===== src/rtl/fwd_pipe.sv =====
// fwd_pipe: parametrised write-back pipeline tracker with forwarding.
// Carries results through STAGES registers, merges late load data,
// forwards youngest-first on two lookup ports, raises load-use stall.
//
// Ports:
//   clk, rst           clock, async active-high reset
//   in_valid/in_wreg   new result valid / writes a register
//   in_wd/in_wdata     destination / data of new result
//   in_rdy             1: data final, 0: load, data comes via ld_data
//   ld_data            late data merged on entry to LOAD_STAGE
//   stall, flush       freeze all / kill in-flight (flush wins)
//   raddr1/2           forwarding lookup addresses
//   fwd1/2_hit/_data   lookup result (data 0 on miss or not ready)
//   fwd_stall          a lookup hit a not-ready entry
//   wb_we/waddr/wdata  register-file write port (last stage)
//   occupancy          registered count of valid stages
module fwd_pipe #(
   parameter int DATA_W     = 32,
   parameter int ADDR_W     = 5,
   parameter int STAGES     = 3,
   parameter int LOAD_STAGE = 1
) (
   input  logic                         clk,
   input  logic                         rst,
   input  logic                         in_valid,
   input  logic                         in_wreg,
   input  logic [ADDR_W-1:0]            in_wd,
   input  logic [DATA_W-1:0]            in_wdata,
   input  logic                         in_rdy,
   input  logic [DATA_W-1:0]            ld_data,
   input  logic                         stall,
   input  logic                         flush,
   input  logic [ADDR_W-1:0]            raddr1,
   input  logic [ADDR_W-1:0]            raddr2,
   output logic                         fwd1_hit,
   output logic                         fwd2_hit,
   output logic [DATA_W-1:0]            fwd1_data,
   output logic [DATA_W-1:0]            fwd2_data,
   output logic                         fwd_stall,
   output logic                         wb_we,
   output logic [ADDR_W-1:0]            wb_waddr,
   output logic [DATA_W-1:0]            wb_wdata,
   output logic [$clog2(STAGES+1)-1:0]  occupancy
);

   localparam int L  = STAGES - 1;
   localparam int OW = $clog2(STAGES + 1);

   logic [STAGES-1:0] v;
   logic [STAGES-1:0] wreg;
   logic [STAGES-1:0] rdy;
   logic [ADDR_W-1:0] wd   [STAGES];
   logic [DATA_W-1:0] data [STAGES];
   logic [OW-1:0]     occ;
   logic [STAGES-1:0] v_adv;

   logic              hit1, hit2;
   logic              nr1, nr2;
   logic [DATA_W-1:0] fd1, fd2;

   assign v_adv = {v[STAGES-2:0], in_valid};

   function automatic logic [OW-1:0] popcnt(
      input logic [STAGES-1:0] b
   );
      logic [OW-1:0] c;
      c = '0;
      for (int i = 0; i < STAGES; i++)
         c = c + OW'(b[i]);
      return c;
   endfunction

   // Flush clears every stage, including the last one, which still
   // retires combinationally in the flush cycle before it is cleared.
   // Bubbles carry zero fields so idle write-back outputs read 0.
   always_ff @(posedge clk or posedge rst) begin
      if (rst) begin
         v    <= '0;
         wreg <= '0;
         rdy  <= '0;
         occ  <= '0;
         for (int s = 0; s < STAGES; s++) begin
            wd[s]   <= '0;
            data[s] <= '0;
         end
      end else if (flush) begin
         v    <= '0;
         wreg <= '0;
         rdy  <= '0;
         occ  <= '0;
         for (int s = 0; s < STAGES; s++) begin
            wd[s]   <= '0;
            data[s] <= '0;
         end
      end else if (!stall) begin
         v       <= v_adv;
         occ     <= popcnt(v_adv);
         wreg[0] <= in_valid & in_wreg;
         rdy[0]  <= in_valid & in_rdy;
         wd[0]   <= in_valid ? in_wd : '0;
         data[0] <= in_valid ? in_wdata : '0;
         for (int s = 1; s < STAGES; s++) begin
            wreg[s] <= wreg[s-1];
            wd[s]   <= wd[s-1];
            if (s == LOAD_STAGE && v[s-1] && !rdy[s-1]) begin
               data[s] <= ld_data;
               rdy[s]  <= 1'b1;
            end else begin
               data[s] <= data[s-1];
               rdy[s]  <= rdy[s-1];
            end
         end
      end
   end

   // Scan oldest to youngest so the youngest match is written last
   // and wins, whether it is ready or not.
   always_comb begin
      hit1 = 1'b0;
      hit2 = 1'b0;
      nr1  = 1'b0;
      nr2  = 1'b0;
      fd1  = '0;
      fd2  = '0;
      for (int s = STAGES - 1; s >= 0; s--) begin
         if (v[s] && wreg[s] && wd[s] == raddr1 && raddr1 != '0) begin
            hit1 = 1'b1;
            nr1  = !rdy[s];
            fd1  = rdy[s] ? data[s] : '0;
         end
         if (v[s] && wreg[s] && wd[s] == raddr2 && raddr2 != '0) begin
            hit2 = 1'b1;
            nr2  = !rdy[s];
            fd2  = rdy[s] ? data[s] : '0;
         end
      end
   end

   assign fwd1_hit  = hit1;
   assign fwd2_hit  = hit2;
   assign fwd1_data = fd1;
   assign fwd2_data = fd2;
   assign fwd_stall = nr1 | nr2;

   // Flush overrides stall, so the last stage retires on a flush.
   assign wb_we     = v[L] & wreg[L] & rdy[L] & ~(stall & ~flush);
   assign wb_waddr  = wd[L];
   assign wb_wdata  = data[L];
   assign occupancy = occ;

endmodule


===== config.mk =====
export PLATFORM = sky130hd
export DESIGN_NAME = fwd_pipe
export DESIGN_NICKNAME = d
export VERILOG_FILES = /design/src/rtl/fwd_pipe.sv
export SDC_FILE = /design/constraint.sdc
export NUM_CORES = 1
export LEC_CHECK = 0
export CORE_MARGIN = 5
export CORE_UTILIZATION = 54
export CTS_BUF_LIST = sky130_fd_sc_hd__clkbuf_16
export DETAILED_ROUTE_END_ITERATION = 16
export PLACE_DENSITY = 0.87
export SLEW_MARGIN = 0
export SYNTH_ARGS = -nofsm -noshare
export SYNTH_HDL_FRONTEND = slang
export SYNTH_SLANG_ARGS = --single-unit

===== constraint.sdc =====
create_clock -name clk -period 10.7 [get_ports clk]
set_clock_uncertainty 0.15 [all_clocks]
set_input_delay 3.21 -clock clk [delete_from_list [all_inputs] [get_ports clk]]
set_output_delay 3.21 -clock clk [all_outputs]
set_load 0.03 [all_outputs]

# Word level (Yosys, flattened, before mapping)
# Index checks and enable logic that the tools add are counted.
# totals
input_bits	86
register_bits	122
out_inout_bits	107
word_cells	86
# classes
addsub	2
mux	37
eq_ne	7
reduce_logical	21
bitwise_logic	9
# ops
cell	n
32-bit two-way mux	11
96-bit two-way mux	2
5-bit == test	6
15-bit two-way mux	2
3-bit two-way mux	6
1-bit logical AND	16
1-bit two-way mux	13
5-bit nonzero test	2
1-bit bitwise AND	6
5-bit two-way mux	1
2-bit two-way mux	2
1-bit logical NOT	3
1-bit by 1-bit adder with 2-bit output	1
2-bit by 1-bit adder with 2-bit output	1
2-bit by 1-bit != test with 1-bit output, second input constant	1
1-bit inverter	2
1-bit bitwise OR	1

# Depth between registers and ports, before layout
# depth
depth_word	7
depth_mapped	8
mapped_depth_nobuf	5

# Worst setup path before layout
# Ideal clock, no wire load.
# synth_timing
path_type	input -> output
from	input raddr2[0]
to	output fwd2_data[22]
arrival_ns	5.085
t_required_ns	7.340
path_stages	7
path_slack_ns	2.255
cell_sequence	clkbuf_1 > xnor2_1 > nand4_1 > nor3_1 > clkbuf_1 > nand4_1 > a31oi_1
# synth_between
elab_chain_cells	6
elab_cells_between_ends	13
classes_between	eq/ne: 3; mux: 3; reduce/logical: 7
# synth_rtl
element	line	rtl
from (decl)	34	input logic [ADDR_W-1:0] raddr2,
5-bit == test	131	if (v[s] && wreg[s] && wd[s] == raddr2 && raddr2 != '0) begin
1-bit logical AND (2 in series)	131	
32-bit two-way mux (2 in series)	131	
32-bit two-way mux *	131	
to (decl)	38	output logic [DATA_W-1:0] fwd2_data,
# Mark *: on every way between the ends. The rest lies on a longest branch, timed or not.

# Worst setup path after layout
# layout_timing
from	input raddr1[0]
to	output fwd1_data[23]
# layout_between
elab_chain_cells	6
elab_cells_between_ends	13
classes_between	eq/ne: 3; mux: 3; reduce/logical: 7
# layout_rtl
element	line	rtl
from (decl)	33	input logic [ADDR_W-1:0] raddr1,
5-bit == test	126	if (v[s] && wreg[s] && wd[s] == raddr1 && raddr1 != '0) begin
1-bit logical AND (2 in series)	126	
32-bit two-way mux (2 in series)	126	
32-bit two-way mux *	126	
to (decl)	37	output logic [DATA_W-1:0] fwd1_data,
# Marks and branches as above.

==> results.md <==
Outcome:
- The flow ran to the end, and the final reports show no timing, DRC or antenna violations.

Clock network:
- The count of cells resized by post-cts repair is 0.
- The post-CTS repair timing setup buffer count is 0.
- For this design, the sink count on the clock tree is 122.
- The maximum level of the CTS H-tree is 4.
- The buffer cell driving the clock tree root is clkbuf_16.
- Clock latency on the worst-skew pair, taken at its later pin, is 410 ps.
- Buffers inserted during clock tree synthesis total 17.
- The CTS tree is yes.
- The number of buffers on the longest clock path is 2.
- After clock tree synthesis, the clock-pin slew on the worst setup and hold paths is 60 ps.
- Buffers inserted to repair hold after CTS numbered 0.

Yosys:
- The biggest area contributor in the post-synthesis netlist is dfrtp_1.
- The part of the Yosys area used for sequential elements is 41.13%.
- After synthesis, the share of cell area in mux cells is between 10% and 20%.
- After synthesis, the largest family of logic cells by area is compound AO/OA/AOI/OAI gates.
- Summing the areas of all compound-gate instances in the mapped netlist gives 17.92% of the synthesized area.
- The number of distinct library cells after synthesis is 32.
- Counting flops and latches in the post-synthesis netlist gives around 120.
- The share of synthesized cell area in and, or, nand and nor gates is 17.04%.
- The cell count after synthesis came out at 845.
- The Yosys step of the flow raised 0 warnings.
- Synthesis produced a netlist with a net count of between 900 and 1000.
- The average cell area after synthesis is just under 9 um^2.
- The share of the synthesized area in the top cell type is 41.13%.
- Yosys attributes the largest share of cell area to dfrtp_1, mux2i_1, a21oi_1.
- The xor/xnor cell area share of the yosys netlist is 3.540%.
- The area of the mapped netlist is 7422 um^2.
- The share of synthesized cell area in full adder, half adder and majority cells is 0.2697%.

Die:
- Row generation in the floorplan step produced 42 rows.
- The core box area is 13350 um^2.
- The die extent in y is 127.2 um.
- For this configuration, the core starts out at a cell density of 55.61%.
- The chip width is 127.2 um.
- The total die area is 16190 um^2.
- Pin placement for this block handled 193 I/O pins.

Cells and area:
- The post-route netlist has 6.625% of its cells at a drive strength greater than 1.
- The net count of the finished layout is 1040.
- Relative to the synthesized area, the layout overhead comes to 30.24%.
- The core utilization of the finished layout is 72.42%.
- The finished cells cover 9667 um^2.
- The number of antenna diodes in the final layout is 0.

Timing:
- The worst path needs 9931 ps of the cycle, external delays included.
- Of the available clock period, the critical path in the final layout requires 92.82%.
- For the final routed database, the setup TNS stands at 0 ps.
- Across all setup checks in the final design, the least slack found is around 770 ps.
- The worst slew margin relative to its limit is 29.89%.
- The final hold violation count is 0.
- The max-slew violation count came to 0.
- Derived from the worst setup path, the maximum achievable clock frequency is 0.1007 GHz.
- For the pin with the worst max-slew slack, the measured transition is 1046 ps.
- Setup repair after global routing left no endpoint under its margin.
- The setup-violating endpoint count in the final report is 0.

Hold path:
- In this run the worst hold path is classified as reg -> reg.
- The launch point of the worst hold path is occupancy[0].
- The path with the worst hold slack has its endpoint at occupancy[0].
- The worst hold path cell count is 2.

Detailed routing:
- The wire length reported by the detailed router is approximately 24000 um.
- In this run, the number of DRC markers left after iteration 0 of detailed routing was 831.
- The count of antenna-violating nets left after detailed routing is 0.
- For this run, design rule violations remaining after detail routing come to 0.
- The total via count after detailed routing is 7349.
- The detailed-router iteration count before antenna repair is 5.
- Dividing the detail-routed wire length by the instance count gives 21.35 um.
- The via-per-instance ratio is around 6.4.

Global routing:
- The total global routing track utilization is 29.84%.
- The first-pass GRT wire length is about 39000 um.
- Entering global routing, the biggest net connects 84 pins.
- The initial antenna violation count is 0.
- The residual overflow from global routing is 0.
- The via count of the first global-routing pass was 7245.

Setup path:
- The critical path goes through clkdlybuf4s50_1 > xnor2_1 > nand4_1 > nor3_2 > buf_4 > nand4_1 > a22oi_1 > clkdlybuf4s50_1.
- The startpoint of the lowest-slack register-to-register path is rdy[0].
- The number of buffers and inverters on the critical path is 3.
- On the critical path, the stage with the largest delay is an instance of nor3_2.
- STA puts the critical path data arrival time at 6570 ps.
- The worst setup path is captured at an output pin.
- In this run the worst path has a maximum fanout of 20.
- The required time at the endpoint of the critical path is 7340 ps.
- The peak per-stage delay on the critical path is 810 ps.
- The end of the worst register-to-register path is data[62].
- The largest delay contributor family on the critical path is buffers and inverters.
- The register-to-register path setup slack is 8030 ps.
- The number of cells on the worst reg-to-reg path is 6.
- The setup path with the least slack is of type in -> out.
- The startpoint type of the worst setup path is an input port.

Pwr:
- In this run the static leakage power is ~0.0042 uW.
- In this run the power density over the cells is 123.3 nW/um^2.
- The sequential cell fraction of total power is 41.4%.
- Net switching is 24.84% of the power.
- The switching power of the nets is just under 300 uW.
- The worst vdd rail ir drop is ~110 uV.
- The internal power consumption is 895.7 uW.
- The clock group share of total power is 47.9%.
- The combinational group share of total power is 10.7%.

Placement:
- During placement, the flow inserted port buffers numbering 192.
- The final weighted congestion of routability-driven global placement is a little under 0.9.
- Detailed placement finished with a half-perimeter wire length of 15260 um.
- At the placement stage, the worst setup path has a slack of just under 900 ps.
- The post-detailed-placement cell area is 9084 um^2.

Run:
- Across the run, the number of max-cap violations was 0.
per-layer routing:
metal  global-route usage, %  vias up  wire length, um
met5                       0        -                0
met4                   12.43        0              689
met3                   7.095       72             2483
met2                   47.63      536            11550
met1                   39.17     3511             9665
li1                        -     3230                -
synth_stat cells:
cell type / instances
dfrtp_1: 122
nor2_1: 118
a21oi_1: 97
mux2i_1: 81
nand4_1: 70
nand2_1: 66
clkbuf_1: 59
a22o_1: 39
buf_4: 39
a31oi_1: 33
a22oi_1: 32
xnor2_1: 30
buf_2: 13
nor3_1: 9
buf_1: 6
buf_6: 6
nand3_1: 5
inv_1: 3
o211ai_2: 2
or2_1: 2
or4_1: 2
a211oi_1: 1
a21o_1: 1
and2_1: 1
fa_1: 1
nand2b_1: 1
nor2b_1: 1
nor3b_1: 1
nor4_1: 1
o21bai_1: 1
o221ai_1: 1
or3_1: 1
tightest hold or removal path, cell delays in order (launching register included):
cell and delay, ps:
dfrtp_1 340, mux2i_1 70, nor2_1 80
registers in the layout, summed over array words and instances (netlist names):
name and cells:
data 64, occupancy 2, rdy 3, v 3
wb_waddr 5, wb_wdata 32, wd 10, wreg 3
worst max path at each step:
stage	start	to	slack (ps)	cells past startpoint
after floorplan	raddr2[0]	fwd2_data[22]	2260	7
after global placement	raddr1[0]	fwd1_data[22]	1030	8
after detailed placement	raddr1[2]	fwd1_data[27]	890	8
after CTS	raddr1[2]	fwd1_data[23]	820	8
after global routing	raddr1[2]	fwd1_data[23]	620	8
final	raddr1[0]	fwd1_data[23]	770	8
power by group through the flow:
stage	logic (uW)	registers (uW)	clock network [uW]
after floorplan	74.9	495	0
after CTS	127	493	576
after detailed placement	126	501	0
final	127	494	571
after global routing	137	496	598
after global placement	123	500	0
cells in the final DEF, fill, tap and decap left out, types with 17 or more instances in the layout:
cell / count
dfrtp_1: 120
a22oi_1: 32
a21oi_1: 97
mux2i_1: 81
clkbuf_16: 17
a22o_1: 39
nor2_1: 118
nand4_1: 70
clkdlybuf4s50_1: 190
nand2_1: 66
buf_4: 21
a31oi_1: 33
xnor2_1: 30
per-stage QoR:
step	instances	hold WS, ps	total power, uW
2_1_floorplan	845	350.0	569.7
3_3_place_gp	1110	367.2	623.6
3_5_place_dp	1110	380.2	626.6
4_1_cts	1142	388.5	1196
5_1_grt	1142	426.1	1230
6_report	1142	382.5	1192
logic make-up (layout without fill, tap and decap cells):
kind of cell | Yosys count | count (layout)
XOR/XNOR | 30 | 30
adder cells (fa/ha/maj) | 1 | 1
buffers and inverters | 126 | 247
AND/OR/NAND/NOR | 278 | 278
multiplexers | 81 | 81
flip-flops | 122 | 122
AO/OA/AOI/OAI | 207 | 207
area by class of cell:
| class | instances | area (um^2) |
|---|---|---|
| flip-flops and latches | 122 | 3055 |
| clock inverters | 15 | 157.7 |
| multi-input cells | 597 | 3730 |
| inverters | 3 | 13.76 |
| clock buffers | 17 | 425.4 |
| repair buffers | 212 | 2064 |
| fillers | 1011 | 3681 |
| well taps | 176 | 220.2 |
Power figures use the tool's default switching activity.
